`src/rtl/i2s_rx_multi.sv`:
```
// Multi-line I2S receiver: deserialises CHANNELS stereo sd lines and streams
// the captured words one per handshake, tagged with channel number 2*line+side.
module i2s_rx_multi #(
    parameter int unsigned BITS     = 16,
    parameter int unsigned CHANNELS = 4,
    parameter int unsigned CW       = $clog2(2 * CHANNELS)
) (
    input  logic                ck,
    input  logic                rst_n,
    input  logic                sample,
    input  logic [5:0]          frame_posn,
    input  logic [CHANNELS-1:0] sd,
    input  logic                lj,
    input  logic                en,
    input  logic                clr_overrun,
    output logic [BITS-1:0]     out_data,
    output logic [CW-1:0]       out_chan,
    output logic                out_valid,
    input  logic                out_ready,
    output logic                overrun
);

    localparam int unsigned IW = (CHANNELS > 1) ? $clog2(CHANNELS) : 1;
    localparam int unsigned PW = 7;

    typedef enum logic {S_IDLE, S_DRAIN} state_t;

    state_t          state_q, state_d;
    logic [BITS-1:0] shift_q [CHANNELS];
    logic [BITS-1:0] shift_d [CHANNELS];
    logic [BITS-1:0] hold_q  [CHANNELS];
    logic [BITS-1:0] hold_d  [CHANNELS];
    logic [IW-1:0]   idx_q, idx_d;
    logic            side_q, side_d;
    logic [CW-1:0]   chan_q, chan_d;
    logic            ovr_q, ovr_d;

    logic [PW-1:0]   posn_c;
    logic [PW-1:0]   cap_l_c;
    logic [PW-1:0]   cap_r_c;
    logic            is_r_c;
    logic            cap_c;
    logic            hs_c;
    logic            last_c;

    // Capture positions widened to 7 bits: CAP_R can reach 64 and must then never match.
    assign posn_c  = PW'(frame_posn);
    assign cap_l_c = PW'(BITS) + (lj ? PW'(0) : PW'(1));
    assign cap_r_c = cap_l_c + PW'(32);
    assign is_r_c  = (posn_c == cap_r_c);
    assign cap_c   = sample && en && ((posn_c == cap_l_c) || is_r_c);

    assign out_valid = (state_q == S_DRAIN);
    assign out_data  = hold_q[idx_q];
    assign out_chan  = chan_q;
    assign overrun   = ovr_q;

    assign hs_c   = out_valid && out_ready;
    assign last_c = (idx_q == IW'(CHANNELS - 1));

    // Next-state: shifting, capture/drain sequencing and sticky overrun.
    always_comb begin
        state_d = state_q;
        shift_d = shift_q;
        hold_d  = hold_q;
        idx_d   = idx_q;
        side_d  = side_q;
        ovr_d   = ovr_q;

        if (sample) begin
            for (int i = 0; i < int'(CHANNELS); i++) begin
                shift_d[i] = {shift_q[i][BITS-2:0], sd[i]};
            end
        end

        if (clr_overrun) begin
            ovr_d = 1'b0;
        end

        case (state_q)
            S_IDLE: begin
                if (cap_c) begin
                    hold_d  = shift_q;
                    side_d  = is_r_c;
                    idx_d   = '0;
                    state_d = S_DRAIN;
                end
            end
            S_DRAIN: begin
                if (cap_c) begin
                    // A capture landing on the final handshake is a clean hand-off.
                    hold_d = shift_q;
                    side_d = is_r_c;
                    idx_d  = '0;
                    if (!(hs_c && last_c)) begin
                        ovr_d = 1'b1;
                    end
                end else if (hs_c) begin
                    if (last_c) begin
                        state_d = S_IDLE;
                    end else begin
                        idx_d = idx_q + IW'(1);
                    end
                end
            end
        endcase

        chan_d = CW'({idx_d, side_d});
    end

    always_ff @(posedge ck) begin
        if (!rst_n) begin
            state_q <= S_IDLE;
            idx_q   <= '0;
            side_q  <= 1'b0;
            chan_q  <= '0;
            ovr_q   <= 1'b0;
            for (int i = 0; i < int'(CHANNELS); i++) begin
                shift_q[i] <= '0;
                hold_q[i]  <= '0;
            end
        end else begin
            state_q <= state_d;
            idx_q   <= idx_d;
            side_q  <= side_d;
            chan_q  <= chan_d;
            ovr_q   <= ovr_d;
            for (int i = 0; i < int'(CHANNELS); i++) begin
                shift_q[i] <= shift_d[i];
                hold_q[i]  <= hold_d[i];
            end
        end
    end

endmodule

```
`config.mk`:
```
export PLATFORM = sky130hd
export DESIGN_NAME = i2s_rx_multi
export DESIGN_NICKNAME = d
export VERILOG_FILES = /design/src/rtl/i2s_rx_multi.sv
export SDC_FILE = /design/constraint.sdc
export NUM_CORES = 1
export LEC_CHECK = 0
export CORE_MARGIN = 4
export CORE_UTILIZATION = 37
export DETAILED_ROUTE_END_ITERATION = 6
export GPL_TIMING_DRIVEN = 0
export PLACE_DENSITY_LB_ADDON = 0.1
export SLEW_MARGIN = 20
export SYNTH_ARGS = -nofsm -noshare
export SYNTH_HDL_FRONTEND = slang
export SYNTH_SLANG_ARGS = --single-unit
```
`constraint.sdc`:
```
create_clock -name ck -period 3.6 [get_ports ck]
set_input_delay 0.54 -clock ck [delete_from_list [all_inputs] [get_ports ck]]
set_output_delay 0.54 -clock ck [all_outputs]
set_load 0.005 [all_outputs]
```
# Word-level counts from Yosys, hierarchy flattened

Cells that the tools add are included.

Multiplexer cells: 20
Eq/ne operators: 3
Add/subtract/negate cells: 3
Order comparisons: 1
Reductions and logical operators: 5
Bitwise operators: 2

Operators with widths:

| cell                                                     | number |
|---|---|
| 2-to-1 mux 64 bit                                        | 1 |
| binary-select mux 16 bit (select 2 bit)                  | 1 |
| 2-to-1 mux 16 bit                                        | 2 |
| 2-to-1 mux 1 bit                                         | 10 |
| 2-to-1 mux 2 bit                                         | 4 |
| adder 6 x 6 -> 7 bit, second input constant              | 1 |
| equality test 6 x 7 -> 1 bit                             | 1 |
| adder 5 x 1 -> 6 bit, first input constant               | 1 |
| equality test 6 bit                                      | 1 |
| logical AND 1 bit                                        | 4 |
| one-hot mux 2 bit (2 select lines)                       | 1 |
| greater-or-equal comparator 3 bit, second input constant | 1 |
| inverter 2 -> 3 bit                                      | 1 |
| adder 2 x 1 -> 2 bit, second input constant              | 1 |
| equality test 2 bit, second input constant               | 1 |
| one-hot mux 1 bit (2 select lines)                       | 1 |
| logical OR 1 bit                                         | 1 |
| inverter 1 bit                                           | 1 |

Output and inout port bits: 21
Register bits after elaboration: 136

# Depth between registers and ports, before layout

Gate-level depths: netlist (run 1).

Word-level depth: 8
Depth in mapped cells: 6
Mapped depth without buffers: 4

# Least setup slack after synthesis (run 1)

OpenSTA, ideal clock, no wires.

Path kind: register to output
From: register idx_q[0]
To: output out_data[0]
Stages on the path, launching flop included: 4
Buffers on the path: 2
Slack: 1.703 ns
Required time: 3.060 ns
Arrival time: 1.357 ns
Cells stage by stage: dfxtp_1 -> buf_2 -> buf_4 -> mux4_2

Cells in the longest elaborated chain, start to end: 4

RTL lines:

| item                                                 | line | source |
|---|---|---|
| from (decl)                                          | 33   | `logic [IW-1:0] idx_q, idx_d;` |
| from (signal assigned)                               | 124  | `idx_q <= idx_d;` |
| inverter 2 -> 3 bit (implied by the code)            | 54   | `assign out_data = hold_q[idx_q];` |
| binary-select mux 16 bit (select 2 bit)              | 54   |  |
| 2-to-1 mux 16 bit (implied by the code) (2 in a row) | 54   |  |
| to (decl)                                            | 16   | `output logic [BITS-1:0] out_data,` |

No other way between the ends. The select of a mux whose other input is x is not followed.

# Worst setup path after layout (run 1)

From: register idx_q[1]
To: output out_data[9]

The elaborated chain is that of the path after synthesis.

==> results of run 1 <==
==> power by group through the flow <==
stage	Sequential (W)	Clock, W	Combinational (W)
3_5_place_dp	0.00152	0	0.000123
3_3_place_gp	0.00151	0	0.000122
4_1_cts	0.00148	0.00174	0.000123
5_1_grt	0.00148	0.00180	0.000132
2_1_floorplan	0.00151	0	0.0000813
6_report	0.00148	0.00170	0.000120
==> cells by family (layout without fill, tap and decap cells) <==
kind of cell / after synthesis / after routing / share of synthesized area [%]
muxes: 146 / 146 / 30.1
adders and majority gates: 1 / 1 / 0.226
buffers and inverters: 42 / 107 / 3.89
and+or+nand+nor: 200 / 200 / 16.9
DFF: 133 / 133 / 48.2
xor gates and xnor gates: 2 / 2 / 0.317
AOI/OAI and AO/OA: 3 / 3 / 0.430
==> sequential cells by signal, summed over array words and instances (netlist names) <==
signal and cells:
hold_q 64, shift_q 64, idx_q 2, out_chan 1, out_valid 1, overrun 1
==> placed cells by master (no fill, tap or decap) <==
cell	count
o21a_1	1
nand3b_1	1
mux4_2	16
mux2i_1	130
dfxtp_1	133
clkbuf_8	5
clkbuf_16	17
buf_6	2
buf_2	13
nor3b_1	2
a21boi_0	1
buf_4	7
a31o_2	1
and3b_1	1
bufinv_16	2
nor2b_1	64
clkbuf_1	22
xnor2_1	1
nand2_1	130
clkinv_2	2
buf_1	1
ha_1	1
clkdlybuf4s50_1	36
nor4_1	1
nand4b_1	1
xor2_1	1
==> tightest hold or removal path, cell delays in order, from the launching register on <==
cell and delay (ns):
dfxtp_1 0.31, nand2_1 0.05, mux2i_1 0.05
==> routing by layer <==
metal / vias to the layer above / wire length [um] / global-route usage, %
li1: 1875 / - / -
met1: 1783 / 6200 / 22.0
met2: 56 / 6180 / 26.7
met3: 26 / 465 / 3.27
met4: 0 / 356 / 8.80
met5: - / 0 / 0
==> final cells by class <==
| type | instances | area [um2] | share of cell area (%) |
|---|---|---|---|
| buffer | 42 | 215 | 3.21 |
| clock buffer | 25 | 505 | 7.55 |
| clock inverter | 4 | 70.1 | 1.05 |
| multi-input combinational | 352 | 2650 | 39.6 |
| sequential | 133 | 2660 | 39.8 |
| tap | 184 | 230 | 3.44 |
| timing repair buffer | 36 | 360 | 5.38 |
==> per-stage QoR <==
step / hold WS [ns] / cell area, um2 / utilization, % / setup slack, ns
after detailed placement: 0.449 / 6120 / 41.9 / 1.03
after CTS: 0.457 / 6690 / 45.9 / 0.567
after floorplan: 0.432 / 5530 / - / 1.70
after global routing: 0.477 / 6690 / 45.9 / 0.495
final: 0.458 / 6690 / 45.9 / 0.626
after global placement: 0.438 / 6120 / 41.9 / 1.05
==> worst paths after layout <==
path                                 start          end  slack [ns]  depth (start not counted)
worst max-delay path              idx_q[1]  out_data[9]        0.63                          4
worst min-delay path            hold_q[47]   hold_q[47]        0.46                          2
worst max register to register    idx_q[1]     idx_q[1]        2.08                          4
worst min register to register  hold_q[47]   hold_q[47]        0.46                          2
==> results.json, run 1 <==
{
  "numClockSinks": 133,
  "area_growth_pct": 21.1,
  "worstSetupPathType": "reg -> out",
  "die_w_um": 130,
  "tritoncts": "done",
  "slowest_stage": "clkdlybuf4s50_1",
  "row_count": 44,
  "hold_buffers": 0,
  "worstPathMaxFanout": 10,
  "cts_buffer_depth": 2,
  "antennaDiodeCount": 0,
  "synth_fp_nets": 545,
  "fin_cells": 776,
  "ys_ff_latch": 133,
  "htreeDepth": 4,
  "dp.cells": 747,
  "drcViolationCount": 0,
  "avgSynthCellArea_um2": 10.5,
  "p_total_w": 0.00330,
  "hold_path.class": "reg -> reg",
  "p_switching_w": 0.000673,
  "p_leak_nw": 2.36,
  "outcome": "complete, no violations",
  "vias_per_cell": 4.82,
  "cp-start-kind": "register",
  "synth_most_common_cell": "dfxtp_1",
  "slowest_delay_ns": 0.47,
  "swShare_pct": 20.4,
  "combPwrFrac_pct": 3.6,
  "post_cts_buffers": 0,
  "drv_cap": 0,
  "synth_top_area_share_pct": 48.2,
  "yosysSeqAreaShare_pct": 48.2,
  "vdd_drop_max_mv": 0.325,
  "crit_required_ns": 3.06,
  "syn_inst": 527,
  "antenna_left": 0,
  "async_flop_share_pct": 0,
  "dpl.hpwl_um": 9850,
  "fill_cells": 1377,
  "design.core.area_um2": 14600,
  "first_pass_iters": 4,
  "fin_nets": 600,
  "report.final.hold_viol_count": 0,
  "grt_pass1_wl_um": 21000,
  "via_count": 3740,
  "dieArea_um2": 17000,
  "root_buffer": "clkbuf_16",
  "synth_warnings": 0,
  "syn_area_um2": 5530,
  "synth_ff_type": "dfxtp_1",
  "ys_top_cells_by_count": "dfxtp_1, mux2i_1, nand2_1, nor2b_1, clkbuf_1",
  "gp_congestion": 0.823,
  "fin_crit_sh_pct": 82.6,
  "die_h_um": 130,
  "portBuffers": 36,
  "synth_area_leaders": "dfxtp_1, mux2i_1, nand2_1, nor2b_1, mux4_2",
  "numCtsBuffers": 17,
  "arrival_ns": 2.43,
  "drive_above_1_share_pct": 11.0,
  "routed_wl_um": 13200,
  "synth_edf_count": 0,
  "synth_top_area_cell": "dfxtp_1",
  "start_util_pct": 37.9,
  "crit_buf_inv": 3,
  "crit_chain": "buf_2 -> clkbuf_1 -> mux4_2 -> clkdlybuf4s50_1",
  "finalSetupViolCount": 0,
  "slew_headroom_pct": 63.0,
  "drt_iter0_markers": 196,
  "antenna_found_initial": 0,
  "worst_slew_pin_slew_ns": 0.554,
  "ys_types": 21,
  "cts_resized": 0,
  "cpLargestDelayFamily": "buffers and inverters",
  "seqPwrFrac_pct": 44.9,
  "clk_latency_ns": 0.42,
  "pin_count": 38,
  "grt_overflow": 0,
  "powerDensity_nw_per_um2": 493,
  "wire_per_inst_um": 17.0,
  "fmax_mhz": 336,
  "clk_pin_slew_ns": 0.05,
  "slew_viol_final": 0,
  "grt_pass1_vias": 3784,
  "finClkSkew_ns": 0.00753,
  "grt_max_degree": 17,
  "p_int_w": 0.00263,
  "finalSetupTns_ns": 0,
  "p_clk_share_pct": 51.4,
  "end_kind": "primary output",
  "fin_crit_ns": 2.97,
  "grt_setup_unrepaired": "no",
  "grt_util_all_layers_pct": 16.9
}
Power figures use the tool's default switching activity.
==> inputs of run 2 (changes only) <==
- clock period: 3.6 -> 2.9 ns (I/O delays scaled with it)
==> run 2 against run 1 <==
Compared with the run above:
- clock skew is essentially flat
- sequential cell count stayed put
- worst setup slack got worse by 0.49 ns
- register-to-register slack got worse by 0.41 ns
- worst hold slack better by 0.0022 ns
- via count shrank 0.86%
- wire length up 0.24%
- final cell count is 0.13% lower
- sequential share of layout area is essentially flat
- first-iteration DRC count fell by 2.6%
- non-clock buffer count down 1
- critical path type unchanged
- critical endpoint unchanged
- largest power group unchanged
==> results.json, run 2 (synthesis gave the netlist of run 1 again) <==
{
  "portBuffers": 36,
  "numClockSinks": 133,
  "worstPathMaxFanout": 10,
  "fmax_mhz": 361,
  "antennaDiodeCount": 0,
  "drive_above_1_share_pct": 11.0,
  "crit_required_ns": 2.47,
  "root_buffer": "clkbuf_16",
  "start_util_pct": 37.9,
  "grt_util_all_layers_pct": 16.9,
  "grt_setup_unrepaired": "no",
  "finClkSkew_ns": 0.00761,
  "dpl.hpwl_um": 9850,
  "end_kind": "primary output",
  "dp.cells": 747,
  "grt_max_degree": 17,
  "routed_wl_um": 13200,
  "slowest_delay_ns": 0.57,
  "area_growth_pct": 21.1,
  "gp_congestion": 0.823,
  "slowest_stage": "mux4_2",
  "grt_pass1_vias": 3780,
  "vdd_drop_max_mv": 0.403,
  "fin_crit_sh_pct": 95.5,
  "crit_chain": "buf_4 -> buf_4 -> mux4_2 -> clkdlybuf4s50_1",
  "final_cell_mix": "dfxtp_1, mux2i_1, nand2_1, nor2b_1, clkdlybuf4s50_1",
  "p_clk_share_pct": 51.4,
  "antenna_found_initial": 0,
  "r2r_slack_ns": 1.67,
  "worst_slew_pin_slew_ns": 0.564,
  "finalSetupViolCount": 0,
  "use_met1_pct": 22.0,
  "swShare_pct": 20.4,
  "clk_pin_slew_ns": 0.05,
  "p_int_w": 0.00326,
  "pin_count": 38,
  "row_count": 44,
  "drcViolationCount": 0,
  "grt_pass1_wl_um": 20900,
  "tritoncts": "done",
  "slew_headroom_pct": 62.4,
  "arrival_ns": 2.33,
  "dieArea_um2": 17000,
  "combPwrFrac_pct": 3.7,
  "finalSetupTns_ns": 0,
  "antenna_left": 0,
  "grt_overflow": 0,
  "die_w_um": 130,
  "clk_latency_ns": 0.42,
  "p_leak_nw": 2.36,
  "report.final.hold_viol_count": 0,
  "first_pass_iters": 4,
  "layout_commonest_cell": "dfxtp_1",
  "gr-usage-met2_pct": 26.6,
  "grtUsageMet3_pct": 3.27,
  "drv_cap": 0,
  "fin_nets": 599,
  "outcome": "complete, no violations",
  "cts_buffer_depth": 2,
  "powerDensity_nw_per_um2": 613,
  "seqPwrFrac_pct": 44.9,
  "fin_cells": 775,
  "hold_path.class": "reg -> reg",
  "slew_viol_final": 0,
  "numCtsBuffers": 17,
  "p_switching_w": 0.000835,
  "htreeDepth": 4,
  "design.core.area_um2": 14600,
  "worstSetupPathType": "reg -> out",
  "wire_per_inst_um": 17.1,
  "p_total_w": 0.00410,
  "cp_common_cell": "buf_4",
  "fin_crit_ns": 2.77,
  "cp-start-kind": "register",
  "vias_per_cell": 4.78,
  "die_h_um": 130,
  "via_count": 3708,
  "busiest_layer": "met2",
  "drt_iter0_markers": 191,
  "reg_top3": "hold_q x64, shift_q x64, idx_q x2"
}
## run 2: cell types whose count changed in the layout (fill, tap and decap cells not counted), sizes merged
cell and change:
clkbuf -1
## run 2: critical path: cells and delay by family (launching register included)
| kind | cells | cell delay, ns |
|---|---|---|
| flops | 1 | 0.39 |
| buf+inv | 3 | 0.95 |
| mux | 1 | 0.57 |
## run 2: what timing repair did
action / 4_1_cts / 5_1_grt
setup buffers: 0 / 0
gates resized for setup: 1 / 0
cloned: 0 / 0
hold buffers: 0 / 0
pin swaps: 0 / 0
endpoints found under the setup margin: 8 / 9
## run 2: final timing paths
check | depth (start not counted) | endpoint | startpoint
hold / removal | 2 | hold_q[47] | hold_q[47]
setup reg to reg | 4 | idx_q[0] | idx_q[0]
hold reg to reg | 2 | hold_q[47] | hold_q[47]
setup / recovery | 4 | out_data[9] | idx_q[0]
## run 2: final cells by class
| cell class | count | area (um2) |
|---|---|---|
| buffer | 41 | 214 |
| clock buffer | 25 | 505 |
| clock inverter | 4 | 70.1 |
| fill | 1375 | 7900 |
| multi-input combinational | 352 | 2650 |
| sequential | 133 | 2660 |
| tap | 184 | 230 |
| timing repair buffer | 36 | 360 |
## run 2: power groups by stage
stage               Combinational, W  Clock (W)  Sequential, W
floorplan                   0.000101          0        0.00188
detailed placement          0.000152          0        0.00188
global route                0.000164    0.00223        0.00184
CTS                         0.000153    0.00216        0.00184
finish                      0.000150    0.00211        0.00184
global placement            0.000151          0        0.00188
## run 2: layer usage
metal | part of all wire, % | vias to the layer above
li1 | - | 1876
met1 | 48 | 1762
met2 | 47 | 50
met3 | 3.1 | 20
met4 | 2.2 | 0
met5 | 0 | -
## run 2: per-stage QoR
step / setup slack (ns) / util, % / hold slack (ns) / area (um2)
2_1_floorplan: 1.11 / - / 0.432 / 5530
3_3_place_gp: 0.458 / 41.9 / 0.438 / 6120
3_5_place_dp: 0.436 / 41.9 / 0.449 / 6120
4_1_cts: 0.0215 / 45.9 / 0.457 / 6700
5_1_grt: 0.0203 / 45.9 / 0.477 / 6690
6_report: 0.131 / 45.9 / 0.461 / 6690
